File: config.mk
export PLATFORM = sky130hd
export DESIGN_NAME = vga_timing_gen
export DESIGN_NICKNAME = d
export VERILOG_FILES = /design/src/rtl/vga_timing_pkg.sv /design/src/rtl/vga_delay_line.sv /design/src/rtl/vga_timing_gen.sv
export SDC_FILE = /design/constraint.sdc
export NUM_CORES = 1
export LEC_CHECK = 0
export ABC_AREA = 1
export BUFFER_PORTS_ARGS = -buffer_cell sky130_fd_sc_hd__buf_2
export CAP_MARGIN = 10
export CORE_MARGIN = 2
export CORE_UTILIZATION = 47
export DETAILED_ROUTE_END_ITERATION = 8
export PLACE_DENSITY = 0.84
export SYNTH_ARGS = -nofsm -noshare
export SYNTH_HDL_FRONTEND = slang
export SYNTH_SLANG_ARGS = --single-unit
File: constraint.sdc
create_clock -name clk -period 1.6 [get_ports clk]
set_clock_uncertainty 0.05 [all_clocks]
set_input_delay 0.08 -clock clk [delete_from_list [all_inputs] [get_ports clk]]
set_output_delay 0.08 -clock clk [all_outputs]
set_load 0.03 [all_outputs]
File: src/rtl/vga_timing_pkg.sv
// Shared definitions for the VGA raster path: pixel-format codes, default
// 800x600@60 timing, the {hs, vs, active} bundle and the RGB expansion helper.
package vga_timing_pkg;

    localparam int FMT_RGB555 = 0;
    localparam int FMT_RGB565 = 1;

    localparam int DEF_H_ACTIVE = 800;
    localparam int DEF_H_FP     = 40;
    localparam int DEF_H_SYNC   = 128;
    localparam int DEF_H_BP     = 88;
    localparam int DEF_V_ACTIVE = 600;
    localparam int DEF_V_FP     = 1;
    localparam int DEF_V_SYNC   = 4;
    localparam int DEF_V_BP     = 23;

    typedef struct packed {
        logic hs;
        logic vs;
        logic active;
    } raster_bits_t;

    typedef struct packed {
        logic [7:0] r;
        logic [7:0] g;
        logic [7:0] b;
    } rgb888_t;

    // Replicate the top bits of each channel into the low bits so full scale maps to 8'hFF.
    function automatic rgb888_t expand_pixel(input logic [15:0] p, input logic is_565);
        rgb888_t c;
        if (is_565) begin
            c.r = {p[15:11], p[15:13]};
            c.g = {p[10:5], p[10:9]};
        end else begin
            c.r = {p[14:10], p[14:12]};
            c.g = {p[9:5], p[9:7]};
        end
        c.b = {p[4:0], p[4:2]};
        return c;
    endfunction

endpackage

File: src/rtl/vga_delay_line.sv
// Fixed-depth shift register; flush reloads every stage with the idle value
// so stale raster bits never reach the pins after the raster stops.
module vga_delay_line #(
    parameter int               WIDTH     = 3,
    parameter int               DEPTH     = 1,
    parameter logic [WIDTH-1:0] RESET_VAL = '0
) (
    input  logic             clk_i,
    input  logic             rst_i,
    input  logic             flush_i,
    input  logic [WIDTH-1:0] d_i,
    output logic [WIDTH-1:0] q_o
);

    logic [WIDTH-1:0] stage_q [DEPTH];

    always_ff @(posedge clk_i or posedge rst_i) begin
        if (rst_i) begin
            for (int i = 0; i < DEPTH; i++) stage_q[i] <= RESET_VAL;
        end else if (flush_i) begin
            for (int i = 0; i < DEPTH; i++) stage_q[i] <= RESET_VAL;
        end else begin
            stage_q[0] <= d_i;
            for (int i = 1; i < DEPTH; i++) stage_q[i] <= stage_q[i-1];
        end
    end

    assign q_o = stage_q[DEPTH-1];

endmodule

File: src/rtl/vga_timing_gen.sv
// Pixel-clock raster generator: raw counters request pixels PIPE_LAT cycles
// ahead, and sync/blank are delayed to land in the same output register as the pixel.
module vga_timing_gen
    import vga_timing_pkg::*;
#(
    parameter int H_ACTIVE       = DEF_H_ACTIVE,
    parameter int H_FP           = DEF_H_FP,
    parameter int H_SYNC         = DEF_H_SYNC,
    parameter int H_BP           = DEF_H_BP,
    parameter int V_ACTIVE       = DEF_V_ACTIVE,
    parameter int V_FP           = DEF_V_FP,
    parameter int V_SYNC         = DEF_V_SYNC,
    parameter int V_BP           = DEF_V_BP,
    parameter int H_SYNC_POL     = 1,
    parameter int V_SYNC_POL     = 1,
    parameter int CNT_W          = 12,
    parameter int PIPE_LAT       = 1,
    parameter int PIX_FMT        = FMT_RGB555,
    parameter int PRESTART_LINES = 2
) (
    input  logic             clk,
    input  logic             reset,
    input  logic             enable,
    output logic             pix_req,
    input  logic [15:0]      pix_data,
    input  logic             pix_valid,
    output logic [CNT_W-1:0] x_pos,
    output logic [CNT_W-1:0] y_pos,
    output logic             frame_done,
    output logic             frame_start,
    output logic             underflow,
    input  logic             underflow_clr,
    output logic             VGA_HS,
    output logic             VGA_VS,
    output logic             VGA_BLANK_N,
    output logic             VGA_SYNC_N,
    output logic [7:0]       VGA_R,
    output logic [7:0]       VGA_G,
    output logic [7:0]       VGA_B
);

    localparam int H_TOTAL = H_ACTIVE + H_FP + H_SYNC + H_BP;
    localparam int V_TOTAL = V_ACTIVE + V_FP + V_SYNC + V_BP;

    localparam logic [CNT_W-1:0] H_LAST   = CNT_W'(H_TOTAL - 1);
    localparam logic [CNT_W-1:0] V_LAST   = CNT_W'(V_TOTAL - 1);
    localparam logic [CNT_W-1:0] H_ACT_C  = CNT_W'(H_ACTIVE);
    localparam logic [CNT_W-1:0] V_ACT_C  = CNT_W'(V_ACTIVE);
    localparam logic [CNT_W-1:0] HS_START = CNT_W'(H_ACTIVE + H_FP);
    localparam logic [CNT_W-1:0] HS_END   = CNT_W'(H_ACTIVE + H_FP + H_SYNC);
    localparam logic [CNT_W-1:0] VS_START = CNT_W'(V_ACTIVE + V_FP);
    localparam logic [CNT_W-1:0] VS_END   = CNT_W'(V_ACTIVE + V_FP + V_SYNC);
    localparam logic [CNT_W-1:0] V_DONE   = CNT_W'(V_ACTIVE - 1);
    localparam logic [CNT_W-1:0] V_PRE    = CNT_W'(V_TOTAL - PRESTART_LINES);

    localparam logic         H_POL     = (H_SYNC_POL != 0);
    localparam logic         V_POL     = (V_SYNC_POL != 0);
    localparam logic         IS_565    = (PIX_FMT == FMT_RGB565);
    localparam raster_bits_t IDLE_BITS = '{hs: ~H_POL, vs: ~V_POL, active: 1'b0};

    logic [CNT_W-1:0] x_q, x_d, y_q, y_d;
    logic             raw_active, hs_raw, vs_raw;
    raster_bits_t     raw_bits, dly_bits;

    logic    hs_q, hs_d, vs_q, vs_d, blank_n_q, blank_n_d, underflow_q, underflow_d;
    rgb888_t rgb_q, rgb_d;

    always_comb begin
        x_d = x_q;
        y_d = y_q;
        if (!enable) begin
            x_d = '0;
            y_d = '0;
        end else if (x_q == H_LAST) begin
            x_d = '0;
            y_d = (y_q == V_LAST) ? '0 : y_q + CNT_W'(1);
        end else begin
            x_d = x_q + CNT_W'(1);
        end
    end

    always_ff @(posedge clk or posedge reset) begin
        if (reset) begin
            x_q <= '0;
            y_q <= '0;
        end else begin
            x_q <= x_d;
            y_q <= y_d;
        end
    end

    assign raw_active = (x_q < H_ACT_C) && (y_q < V_ACT_C);
    assign hs_raw     = ((x_q >= HS_START) && (x_q < HS_END)) ? H_POL : ~H_POL;
    assign vs_raw     = ((y_q >= VS_START) && (y_q < VS_END)) ? V_POL : ~V_POL;

    // Counters sit at (0,0) during reset, which is an active position, so mask the request.
    assign pix_req     = raw_active & enable & ~reset;
    assign frame_done  = enable & (x_q == H_LAST) & (y_q == V_DONE);
    assign frame_start = enable & (x_q == H_LAST) & (y_q == V_PRE);
    assign x_pos       = x_q;
    assign y_pos       = y_q;

    assign raw_bits = '{hs: hs_raw, vs: vs_raw, active: raw_active & enable};

    vga_delay_line #(
        .WIDTH    ($bits(raster_bits_t)),
        .DEPTH    (PIPE_LAT),
        .RESET_VAL(IDLE_BITS)
    ) u_dly (
        .clk_i  (clk),
        .rst_i  (reset),
        .flush_i(~enable),
        .d_i    (raw_bits),
        .q_o    (dly_bits)
    );

    always_comb begin
        hs_d        = dly_bits.hs;
        vs_d        = dly_bits.vs;
        blank_n_d   = dly_bits.active;
        rgb_d       = '0;
        underflow_d = underflow_q & ~underflow_clr;
        if (dly_bits.active) begin
            if (pix_valid) rgb_d = expand_pixel(pix_data, IS_565);
            else           underflow_d = 1'b1;
        end
    end

    always_ff @(posedge clk or posedge reset) begin
        if (reset) begin
            hs_q        <= ~H_POL;
            vs_q        <= ~V_POL;
            blank_n_q   <= 1'b0;
            rgb_q       <= '0;
            underflow_q <= 1'b0;
        end else begin
            hs_q        <= hs_d;
            vs_q        <= vs_d;
            blank_n_q   <= blank_n_d;
            rgb_q       <= rgb_d;
            underflow_q <= underflow_d;
        end
    end

    assign VGA_HS      = hs_q;
    assign VGA_VS      = vs_q;
    assign VGA_BLANK_N = blank_n_q;
    assign VGA_SYNC_N  = 1'b1;
    assign VGA_R       = rgb_q.r;
    assign VGA_G       = rgb_q.g;
    assign VGA_B       = rgb_q.b;
    assign underflow   = underflow_q;

endmodule

==> results.sh <==
export IMPL_rr_worst_depth=5
export IMPL_violations="setup timing"
export IMPL_dp_cells=425
export IMPL_cp_end_kind="primary output"
export IMPL_critPathMaxFanout=6
export IMPL_power_density_nw_per_um2=667
export IMPL_synth_distinct_cells=32
export IMPL_power_internal_uw=1590
export IMPL_die_h_um=75.6
export IMPL_die_w_um=75.6
export IMPL_yosys_area_top_type_share_pct=47.8
export IMPL_gp_congestion=0.852
export IMPL_power_frac_comb_pct=12.4
export IMPL_slew_headroom_pct=50.8
export IMPL_critical_path_top_delay_family="simple AND/OR/NAND/NOR gates"
export IMPL_synth_area_top_cells="dfrtp_1, inv_1, nor2_1, nand2_1, nand3_1"
export IMPL_fp_dieArea_sq_um=5710
export IMPL_post_route_cell_area_sq_um=3280
export IMPL_worstSetupPathType="reg -> out"
export IMPL_first_iter_violations=62
export IMPL_syn_area_per_cell_sq_um=8.51
export IMPL_cp_cell_sequence="nand2_1 > nor3_2 > nand2_1 > nor3_4 > buf_6"
export IMPL_hold_violations=0
export IMPL_layout_commonest_cell="buf_2"
export IMPL_crit_buf_inv=1
export IMPL_yosysSeqAreaShare_pct=47.8
export IMPL_mostFrequentLayoutCells="buf_2, dfrtp_1, inv_1, nor2_1, nand2_1"
export IMPL_timing_fmax_mhz=582
export IMPL_wl_um=5760
export IMPL_antenna_cells=0
export IMPL_io_buffers=74
export IMPL_power_switching_uw=596
export IMPL_ys_warn_count=0
export IMPL_worst_r2r_endpoint="y_pos[0]"
export IMPL_critPathArrivalTime_ns=1.59
export IMPL_syn_area_sq_um=2410
export IMPL_grt_pass1_wl_um=8870
export IMPL_vias_per_cell=4.73
export IMPL_ant_nets=0
export IMPL_drt_pass1_iterations=4
export IMPL_drive_above_1_share_pct=39.5
export IMPL_clock_sinks=46
export IMPL_dp_hpwl_um=3840
export IMPL_clockPowerShare_pct=32.8
export IMPL_root_buffer="clkbuf_8"
export IMPL_fin_crit_ns=1.72
export IMPL_grt_usage_pct=20.4
export IMPL_route_vias_total=2176
export IMPL_grt_max_degree=27
export IMPL_grt_pass1_vias=2015
export IMPL_cts_max_level=2
export IMPL_rrSetupSlack_ns=0.01
export IMPL_yosysTopAreaCell="dfrtp_1"
export IMPL_core_area_sq_um=5010
export IMPL_rsz0062_at_grt="true"
export IMPL_seq_power_share_pct=54.9
export IMPL_rows=26
export IMPL_syn_nets=309
export IMPL_synthCells=283
export IMPL_postLayoutSetupSlackWorst_ns=-0.117
export IMPL_hold_path_depth=3
export IMPL_place_area_sq_um=2900
export IMPL_area_growth_pct=36.4
export IMPL_slew_violations=0
export IMPL_p_leak_uw=0.00176
export IMPL_status="complete, but fails checks"
export IMPL_pin_count=77
export IMPL_tightest_slew_ns=0.734
export IMPL_cp_start_kind="flop"
export IMPL_cts_max_path_buffers=2
export IMPL_setup_viol=3
export IMPL_cts_tree="done"
export IMPL_worstSkewPairLatency_ns=0.31
export IMPL_drc_errors=0
export IMPL_clk_pin_slew_ns=0.09
export IMPL_ys_seq_elements=46
export IMPL_grt_overflow=0
export IMPL_critPathMaxStageDelay_ns=0.48
export IMPL_finalNonFillerCells=460
export IMPL_hp_start="enable"
export IMPL_hold_class="in -> reg"
export IMPL_required_ns=1.47
export IMPL_vdd_drop_max_uv=405
export IMPL_cp_depth=5
export IMPL_hold_end="x_pos[4]"
export IMPL_cts_buffers=5
export IMPL_r2r_start="y_pos[0]"
export IMPL_wire_per_inst_um=12.5
export IMPL_cap_violations=0
export IMPL_antenna_found_initial=0
export IMPL_fin_nets=415
export IMPL_initial_utilization_pct=48.1
export IMPL_path_common_cell="nand2_1"
export IMPL_critPathSlowestCell="dfrtp_1"
export IMPL_post_route_period_util_pct=107
export IMPL_p_sw_share_pct=27.2
-- timing repair --
item,in CTS,in global routing
gates resized for setup,10,9
endpoints found under the hold margin,36,0
buffers inserted,9,0
hold buffers,18,0
pin swaps,7,5
setup endpoints to repair,3,15
-- flip-flops by register name, indices dropped and copies added (netlist names) --
name	cells
VGA_B	5
underflow	1
VGA_R	5
u_dly.q_o	3
VGA_VS	1
VGA_BLANK_N	1
VGA_G	5
y_pos	12
VGA_HS	1
x_pos	12
-- power groups by stage --
stage / clock network, uW / logic, uW / registers [uW]
6_report: 717 / 271 / 1200
5_1_grt: 780 / 300 / 1210
4_1_cts: 747 / 271 / 1200
3_5_place_dp: 0 / 231 / 1220
3_3_place_gp: 0 / 229 / 1220
2_1_floorplan: 0 / 116 / 1280
-- cell type report --
type / count / area [sq um]
fill: 411 / 1730
multi-input combinational: 175 / 1030
timing repair buffer: 112 / 728
clock buffer: 5 / 68.8
clock inverter: 3 / 21.3
inverter: 49 / 191
tap: 70 / 87.6
sequential: 46 / 1160
-- how the worst max path moves through the flow --
| stage | start | end |
|---|---|---|
| 2_1_floorplan | x_pos[0] | frame_start |
| 3_3_place_gp | x_pos[0] | frame_start |
| 3_5_place_dp | x_pos[0] | frame_start |
| 4_1_cts | x_pos[0] | frame_start |
| 5_1_grt | y_pos[4] | frame_start |
| 6_report | y_pos[4] | frame_start |
-- per-layer routing --
layer	wire length [um]	vias to the layer above	global-route usage, %
li1	-	1081	-
met2	2750	84	36.2
met3	470	10	5.16
met1	2440	1001	23.7
met4	96	0	7.21
met5	0	-	0
-- cells by family after synthesis --
family                   count (synthesis)  synth area share [%]
AO/OA/AOI/OAI                           20                  5.15
XOR/XNOR                                 8                  2.91
adder cells (fa/ha/maj)                  5                  2.60
buffers and inverters                   62                  12.2
flip-flops                              46                  47.8
other                                    1                 0.156
AND/OR/NAND/NOR                        141                  29.2
-- through the flow --
stage          TNS (ns)  total power, uW  util [%]  hold slack [ns]  setup slack, ns
2_1_floorplan   -0.0640             1390         -            0.119          -0.0640
3_3_place_gp          0             1450      57.8            0.104           0.0714
3_5_place_dp          0             1460      57.8            0.105           0.0568
4_1_cts          -0.275             2220      65.1           0.0548           -0.101
5_1_grt          -0.663             2290      65.6           0.0791           -0.179
6_report         -0.277             2190      65.6           0.0693           -0.117
-- worst reg2reg max path, cell delays in order, from the launching register on --
cell and delay, ns:
dfrtp_2 0.42, ha_1 0.20, nor3b_1 0.32, nand3_1 0.25
nand3_1 0.15, o21ai_0 0.08
-- Yosys cell counts --
master / n
a21oi_1: 3
a31oi_1: 1
and3_1: 1
buf_12: 1
buf_4: 10
clkbuf_1: 2
conb_1: 1
dfrtp_1: 46
ha_1: 5
inv_1: 47
inv_2: 1
inv_8: 1
nand2_1: 35
nand2_2: 13
nand2_4: 1
nand2_8: 1
nand3_1: 21
nand3_4: 1
nand4_1: 7
nor2_1: 44
nor2_2: 7
nor2_4: 3
nor3_1: 5
nor3_2: 1
nor3b_1: 1
o21a_1: 1
o21ai_0: 8
o21ai_1: 1
o21ai_2: 5
o22ai_1: 1
xnor2_1: 1
xor2_1: 7
Note: power is estimated with default switching activity, not from simulation.
